===== src/rtl/fetch_queue.sv =====
// -----------------------------------------------------------------------------
// fetch_queue
//
// Instruction-fetch front end. Issues sequential fetch addresses into a
// fixed-latency (one cycle) instruction memory and buffers each returned
// instruction with its PC and PC+4 in a DEPTH-entry FIFO read by decode.
// A redirect (taken branch/jump) reloads the fetch PC, empties the FIFO and
// drops the response arriving in that cycle.
//
// Ports
//   clk            in   clock, all state on rising edge
//   rst            in   asynchronous active-high reset
//   imem_req       out  fetch request this cycle
//   imem_addr      out  fetch address (word aligned)
//   imem_rdata     in   instruction for the request issued last cycle
//   redirect_valid in   redirect fetch this cycle
//   redirect_pc    in   redirect target, bits [1:0] ignored
//   instr_valid    out  FIFO head valid
//   instr_ready    in   decode accepts head
//   instr          out  head instruction
//   instr_pc       out  head PC
//   instr_pc4      out  head PC+4
//   fq_count       out  FIFO occupancy
//
// Handshake: a head entry transfers on a rising edge where instr_valid and
// instr_ready are both high; instr_valid never depends on instr_ready, and the
// head stays stable until it transfers or a redirect/reset discards it.
// -----------------------------------------------------------------------------
module fetch_queue #(
   parameter int              XLEN     = 32,
   parameter int              DEPTH    = 4,
   parameter logic [XLEN-1:0] RESET_PC = '0
) (
   input  logic                      clk,
   input  logic                      rst,
   output logic                      imem_req,
   output logic [XLEN-1:0]           imem_addr,
   input  logic [31:0]               imem_rdata,
   input  logic                      redirect_valid,
   input  logic [XLEN-1:0]           redirect_pc,
   output logic                      instr_valid,
   input  logic                      instr_ready,
   output logic [31:0]               instr,
   output logic [XLEN-1:0]           instr_pc,
   output logic [XLEN-1:0]           instr_pc4,
   output logic [$clog2(DEPTH):0]    fq_count
);

   localparam int AW = $clog2(DEPTH);
   localparam int CW = AW + 1;
   localparam logic [CW:0] DEPTH_C = (CW+1)'(DEPTH);

   // Architectural state
   logic [XLEN-1:0] r_fetch_pc;
   logic [AW-1:0]   r_rd_ptr;
   logic [AW-1:0]   r_wr_ptr;
   logic [CW-1:0]   r_count;
   logic            r_inflight;
   logic [XLEN-1:0] r_rsp_pc;

   // FIFO storage (no reset needed: entries are only read when counted valid)
   logic [31:0]     r_instr_q [DEPTH];
   logic [XLEN-1:0] r_pc_q    [DEPTH];
   logic [XLEN-1:0] r_pc4_q   [DEPTH];

   logic [CW:0]     w_occ;
   logic            w_issue;
   logic            w_push;
   logic            w_pop;
   logic [XLEN-1:0] w_redirect_pc;

   // Occupancy counts the in-flight slot so a returning response always has
   // room. Only registered state is used: a pop this cycle grants no credit.
   assign w_occ         = {1'b0, r_count} + {{CW{1'b0}}, r_inflight};
   assign w_issue       = !rst && !redirect_valid && (w_occ < DEPTH_C);
   assign w_push        = r_inflight && !redirect_valid;
   assign w_pop         = instr_valid && instr_ready;
   assign w_redirect_pc = {redirect_pc[XLEN-1:2], 2'b00};

   assign imem_req    = w_issue;
   assign imem_addr   = r_fetch_pc;
   assign instr_valid = (r_count != '0);
   assign instr       = r_instr_q[r_rd_ptr];
   assign instr_pc    = r_pc_q[r_rd_ptr];
   assign instr_pc4   = r_pc4_q[r_rd_ptr];
   assign fq_count    = r_count;

   // Control state. Redirect has priority over everything except reset; a pop
   // in the redirect cycle is still a completed transfer, but since the whole
   // queue is discarded its pointer update is irrelevant.
   always_ff @(posedge clk or posedge rst) begin
      if (rst) begin
         r_fetch_pc <= RESET_PC;
         r_rd_ptr   <= '0;
         r_wr_ptr   <= '0;
         r_count    <= '0;
         r_inflight <= 1'b0;
         r_rsp_pc   <= '0;
      end else if (redirect_valid) begin
         r_fetch_pc <= w_redirect_pc;
         r_rd_ptr   <= '0;
         r_wr_ptr   <= '0;
         r_count    <= '0;
         r_inflight <= 1'b0;
      end else begin
         if (w_issue) begin
            r_fetch_pc <= r_fetch_pc + XLEN'(4);
            r_rsp_pc   <= r_fetch_pc;
         end
         r_inflight <= w_issue;

         if (w_push) begin
            r_wr_ptr <= r_wr_ptr + AW'(1);
         end
         if (w_pop) begin
            r_rd_ptr <= r_rd_ptr + AW'(1);
         end

         case ({w_push, w_pop})
            2'b10:   r_count <= r_count + CW'(1);
            2'b01:   r_count <= r_count - CW'(1);
            default: r_count <= r_count;
         endcase
      end
   end

   // Response capture into the FIFO slot at the write pointer
   always_ff @(posedge clk) begin
      if (w_push) begin
         r_instr_q[r_wr_ptr] <= imem_rdata;
         r_pc_q[r_wr_ptr]    <= r_rsp_pc;
         r_pc4_q[r_wr_ptr]   <= r_rsp_pc + XLEN'(4);
      end
   end

endmodule


===== config.mk =====
export PLATFORM = sky130hd
export DESIGN_NAME = fetch_queue
export DESIGN_NICKNAME = d
export VERILOG_FILES = /design/src/rtl/fetch_queue.sv
export SDC_FILE = /design/constraint.sdc
export NUM_CORES = 1
export LEC_CHECK = 0
export CAP_MARGIN = 5
export CORE_ASPECT_RATIO = 1.75
export CORE_MARGIN = 2
export CORE_UTILIZATION = 45
export DETAILED_ROUTE_END_ITERATION = 6
export GPL_ROUTABILITY_DRIVEN = 0
export PLACE_DENSITY = 0.73
export SLEW_MARGIN = 20
export SYNTH_ARGS = -nofsm -noshare
export SYNTH_HDL_FRONTEND = slang
export SYNTH_SLANG_ARGS = --single-unit
export TNS_END_PERCENT = 30

===== constraint.sdc =====
create_clock -name clk -period 4.3 [get_ports clk]
set_clock_uncertainty 0.2 [all_clocks]
set_input_delay 0.86 -clock clk [delete_from_list [all_inputs] [get_ports clk]]
set_output_delay 0.86 -clock clk [all_outputs]
set_load 0.005 [all_outputs]

==> results of run 1 <==
-- logic make-up (layout without fill, tap and decap cells) --
family	Yosys count	in the layout	share of synthesized area (%)
AO/OA/AOI/OAI	65	65	2.594
AND/OR/NAND/NOR	241	241	6.997
multiplexers	94	94	12.15
other	1	6	0.02178
XOR/XNOR	39	39	1.984
adder cells (fa/ha/maj)	7	7	0.5522
buffers and inverters	63	292	1.649
flip-flops	436	436	74.05
-- worst register-to-register path, delay by kind of cell (launching register included) --
family	cells	cell delay, ns
AND/OR/NAND/NOR	4	1.27
flip-flops	1	0.54
XOR/XNOR	1	0.30
adder cells (fa/ha/maj)	1	0.24
-- layout make-up --
cell class / instances / area (um^2) / area share, %
multi-input cells: 452 / 4215 / 20.04
clock inverters: 22 / 200.2 / 0.9515
clock buffers: 49 / 1076 / 5.114
well taps: 480 / 600.6 / 2.855
repair buffers: 207 / 2135 / 10.15
flip-flops and latches: 436 / 12760 / 60.65
inverters: 14 / 52.55 / 0.2498
-- power by group --
part,switching (uW),internal [uW]
logic,1130,1580
clock network,1490,1970
registers,499,5150
total,3120,8700
-- per-stage QoR --
step | util, % | total power, uW | instances | cell area, um^2
2_1_floorplan | - | 7046 | 951 | 17240
3_3_place_gp | 52.51 | 8446 | 1589 | 19760
3_5_place_dp | 52.51 | 8517 | 1589 | 19760
4_1_cts | 55.90 | 11970 | 1660 | 21040
5_1_grt | 55.90 | 12340 | 1660 | 21040
6_report | 55.90 | 11810 | 1660 | 21040
-- sequential cells by signal (all words and copies together) (netlist names) --
signal / flops
r_rsp_pc: 30
r_wr_ptr: 2
r_instr_q: 128
imem_addr: 30
r_inflight: 1
fq_count: 3
r_pc4_q: 120
r_rd_ptr: 2
r_pc_q: 120
-- cells in the final DEF (no fill, tap or decap), types with 4 or more instances in the layout --
master and instances:
buf_12 8, mux4_2 92, clkinv_2 8, a221o_1 7, ha_1 6, xnor2_1 21
dfrtp_1 66, or3_1 4, and2_4 4, o211ai_1 4, a21oi_1 5, nand2_1 112
nor3_1 10, nor4_1 4, clkdlybuf4s50_1 192, clkinvlp_4 5, and3_1 5, buf_4 7
and2_1 5, a32oi_1 4, xor2_1 18, clkinv_1 4, nor2_1 32, clkbuf_16 41
nand4_1 14, conb_1 6, o21ai_0 26, inv_1 13, clkbuf_1 6, edfxtp_1 368
nand3_1 28
-- path summary, 6_finish.rpt --
path,startpoint,to,cells past startpoint
worst max-delay path,r_rd_ptr[0]$_DFFE_PP0P_,instr_pc4[7],3
worst min-delay path,r_rsp_pc[30]$_DFFE_PP0P_,r_pc_q[2][30]$_DFFE_PP_,0
worst max register to register,r_rsp_pc[2]$_DFFE_PP0P_,r_pc4_q[3][22]$_DFFE_PP_,6
worst min register to register,r_rsp_pc[30]$_DFFE_PP0P_,r_pc_q[2][30]$_DFFE_PP_,0
max in group asynchronous,rst,r_rsp_pc[11]$_DFFE_PP0P_,3
min in group asynchronous,rst,imem_addr[19]$_DFFE_PP0P_,2
-- per-layer routing --
layer / GRT usage (%) / vias up / wire length, um
li1: - / 4117 / -
met1: 21.48 / 4729 / 13560
met2: 32.91 / 283 / 19350
met3: 2.704 / 45 / 1667
met4: 5.380 / 0 / 799
met5: 0 / - / 0
==> flow_summary.yaml, run 1 <==
yosys:
  ys.flop_type: "edfxtp_1"
  yosysMostFrequentCell: "edfxtp_1"
  syn-cell-area_um2: 17220
  synth_seq_area_share_pct: 74.05
  netlist.area_leader.share_pct: 64.17
  netlist_instances: 946
  yosys_warnings: 0
  synth_edf_count: 368
  synth_area_leaders: "edfxtp_1, mux4_2, dfrtp_1, nand2_1, xnor2_1"
  postSynthAreaPerCell_um2: 18.20
  synthTopCellsByCount: "edfxtp_1, nand2_1, mux4_2"
  ys_types: 56
  ys_ff_latch: 436
  synth_area_leader_cell: "edfxtp_1"
  synth-async-reset-ratio_pct: 15.60
setup_path:
  required_ns: 3.24
  worst-path-max-fanout: 38
  start_kind: "flip-flop"
  max_stage_delay_ns: 0.71
  r2r_slack_ns: 1.55
  slowest_stage: "dfrtp_4"
  path_cells: "buf_12 -> mux4_2 -> clkdlybuf4s50_1"
  path_buf_inv: 2
  crit_family: "buffers and inverters"
  cp-end-kind: "primary output"
  arrival_ns: 2.73
  crit_type: "reg -> out"
floorplanning:
  dieArea_um2: 39910
  die_w_um: 151.9
  ios: 201
  initial_core_util_pct: 45.75
  die_h_um: 262.8
  design.core.area_um2: 37640
  num_rows: 94
clocking:
  cts_tree: "done"
  clockBufferDepth: 3
  worstSkewPairLatency_ns: 0.54
  cts_buffers: 39
  cts_root_buf: "clkbuf_16"
  cts_resized: 0
  clk_pin_slew_ns: 0.07
  cts_hold_buf: 0
  htreeDepth: 2
  post_cts_buffers: 0
  cts.sinks: 436
sta:
  finalCriticalPeriod_ns: 3.788
  slew_violations: 0
  tns_ns: 0
  hold_violations: 0
  whs_ns: 0.3273
  finalCritPeriodShare_pct: 88.09
  setup_viol: 0
  rsz0062_at_grt: "false"
  worst_slack_ns: 0.5119
  max_freq_mhz: 264.0
  tightestPinTransition_ns: 0.9132
  slew_headroom_pct: 38.89
layout:
  diodes: 0
  fin_nets: 1225
  area_growth_pct: 22.18
  drive_gt1_share_pct: 16.19
  fillers: 2941
routing:
  drc: 0
  ant_nets: 0
  wl_per_cell_um: 21.31
  firstDrtPassIters: 4
  finalWirelength_um: 35370
  avgViaCountPerCell: 5.527
  drt-initial-drc-count: 461
  routed-via-count: 9174
global_route:
  grt_remaining_overflow: 0
  antenna_found_initial: 0
  grt_pass1_wl_um: 55380
  grt_pass1_vias: 9739
  grt_usage_pct: 17.83
  grt_max_degree: 93
power_and_ir_drop:
  ir_drop_uv: 332.5
  power.leakage_uw: 0.007049
  p_per_area_nw_per_um2: 561.4
outcome:
  status: "completed"
flow_run:
  drv_cap: 0
placement:
  place_ws_ns: 0.8511
  hpwl_um: 21830
  io_buffers: 192
hold_path:
  worstHoldPathType: "reg -> reg"
(Power assumes the default switching activity.)
==> run 2, diff against run 1 <==
CTS_BUF_LIST = sky130_fd_sc_hd__clkbuf_16   (was unset)
==> run 2 against run 1 <==
Die area did not move; sequential share of layout area rose by 0.058 points; routed wire length barely moved; global-route usage is essentially flat; via count down 0.66%; non-clock buffer count did not move; hold slack got worse by 0.0016 ns; clock power shrank 1%; total power down 0.41%; core utilization decreased by 0.053 points; critical path type unchanged; largest cell class unchanged; largest power group unchanged.
==> flow_summary.yaml, run 2 (same netlist as run 1, synthesis figures left out) <==
outcome:
  status: "completed"
floorplanning:
  ios: 201
  die_h_um: 262.8
  die_w_um: 151.9
  initial_core_util_pct: 45.75
  dieArea_um2: 39910
  design.core.area_um2: 37640
  num_rows: 94
clocking:
  cts_buffers: 39
  clockBufferDepth: 3
  cts_root_buf: "clkbuf_16"
  clk_pin_slew_ns: 0.07
  post_cts_buffers: 0
  cts_tree: "done"
  htreeDepth: 2
  cts_resized: 0
  worstSkewPairLatency_ns: 0.54
  cts.sinks: 436
  cts_hold_buf: 0
sta:
  slew_headroom_pct: 35.94
  worst_slack_ns: 0.5103
  finalCritPeriodShare_pct: 88.13
  finalCriticalPeriod_ns: 3.790
  rsz0062_at_grt: "false"
  tightestPinTransition_ns: 0.9574
  hold_violations: 0
  tns_ns: 0
  slew_violations: 0
  max_freq_mhz: 263.9
  setup_viol: 0
  whs_ns: 0.3257
global_route:
  use_met2_pct: 32.92
  antenna_found_initial: 0
  grt.met3_usage_pct: 2.540
  busiest_layer: "met2"
  met1_usage_pct: 21.61
  grt_usage_pct: 17.87
  grt_remaining_overflow: 0
  grt_pass1_wl_um: 55400
  grt_max_degree: 93
  grt_pass1_vias: 9733
hold_path:
  worstHoldPathType: "reg -> reg"
  min_path_cells: 0
flow_run:
  drv_cap: 0
layout:
  stdcell_count: 1660
  final_common_cell: "edfxtp_1"
  drive_gt1_share_pct: 16.02
  regMostFlops: "r_instr_q"
  largest_register_ffs: 128
  fin_nets: 1225
  layout_common_cells: "edfxtp_1, clkdlybuf4s50_1, nand2_1, mux4_2, dfrtp_1"
  diodes: 0
  area_growth_pct: 22.06
  largestRegisters: "r_instr_q (128), r_pc4_q (120), r_pc_q (120)"
routing:
  finalWirelength_um: 35340
  wl_per_cell_um: 21.29
  ant_nets: 0
  firstDrtPassIters: 4
  routed-via-count: 9113
  avgViaCountPerCell: 5.490
  drt-initial-drc-count: 477
  drc: 0
power_and_ir_drop:
  p_seq_share_pct: 48.0
  power_frac_clock_pct: 29.0
  swShare_pct: 26.50
  p_per_area_nw_per_um2: 559.6
  p_comb_share_pct: 23.0
  intPower_uw: 8645
  p_total_uw: 11760
  netSwitchingPower_uw: 3118
  power.leakage_uw: 0.007062
  ir_drop_uv: 327.5
setup_path:
  cp-end-kind: "primary output"
  arrival_ns: 2.73
  ff2ff_path_depth: 6
  required_ns: 3.24
  start_kind: "flip-flop"
  crit_type: "reg -> out"
  worst-path-max-fanout: 38
placement:
  dp_cells: 1589
  io_buffers: 192
  hpwl_um: 21830
  place_ws_ns: 0.8511
run 2: changes by cell type in the layout (fill, tap and decap cells not counted):
cell      previous run  this run
inv_1               13        19
clkinv_1             4         6
clkbuf_8             2         0
clkbuf_1             6         0
run 2: power groups by stage:
stage / sequential (uW) / combinational, uW / clock, uW
floorplan: 5510 / 1540 / 0
global placement: 5710 / 2740 / 0
detailed placement: 5740 / 2780 / 0
CTS: 5650 / 2790 / 3480
global route: 5710 / 2950 / 3630
finish: 5650 / 2710 / 3410
run 2: worst paths after layout:
check	start	endpoint	slack, ns
max	r_rd_ptr[0]$_DFFE_PP0P_	instr_pc4[7]	0.51
max reg2reg	r_rsp_pc[2]$_DFFE_PP0P_	r_pc4_q[3][22]$_DFFE_PP_	1.56
min in group asynchronous	rst	imem_addr[19]$_DFFE_PP0P_	0.60
min reg2reg	r_rsp_pc[30]$_DFFE_PP0P_	r_pc_q[2][30]$_DFFE_PP_	0.33
min	r_rsp_pc[30]$_DFFE_PP0P_	r_pc_q[2][30]$_DFFE_PP_	0.33
max in group asynchronous	rst	r_rsp_pc[2]$_DFFE_PP0P_	2.67
run 2: layout make-up:
cell class | count | area, um^2
Clock buffer | 41 | 1026
Clock inverter | 30 | 230.2
Fill cell | 2944 | 16620
Inverter | 14 | 52.55
Multi-Input combinational cell | 452 | 4215
Sequential cell | 436 | 12760
Tap cell | 480 | 600.6
Timing Repair Buffer | 207 | 2135
run 2: metal layers:
metal | up-vias | routed length (um)
met2 | 251 | 19270
met1 | 4705 | 13950
li1 | 4120 | -
met5 | - | 0
met4 | 0 | 802
met3 | 37 | 1316
run 2: metrics by stage:
step	utilization, %	cell area (um^2)
floorplan	-	17240
global placement	52.51	19760
detailed placement	52.51	19760
CTS	55.85	21020
global route	55.85	21020
finish	55.85	21020
run 2: worst max-delay path: stages, from the launching register on:
cell and delay, ns:
dfrtp_4 0.70, buf_12 0.36, mux4_2 0.61, clkdlybuf4s50_1 0.49
==> run 3, diff against run 2 <==
SETUP_SLACK_MARGIN = 0.05   (was unset)
SLEW_MARGIN = 10   (was 20)
==> results of run 3 <==
Final layout, timing and power as in run 2 (identical DEF).
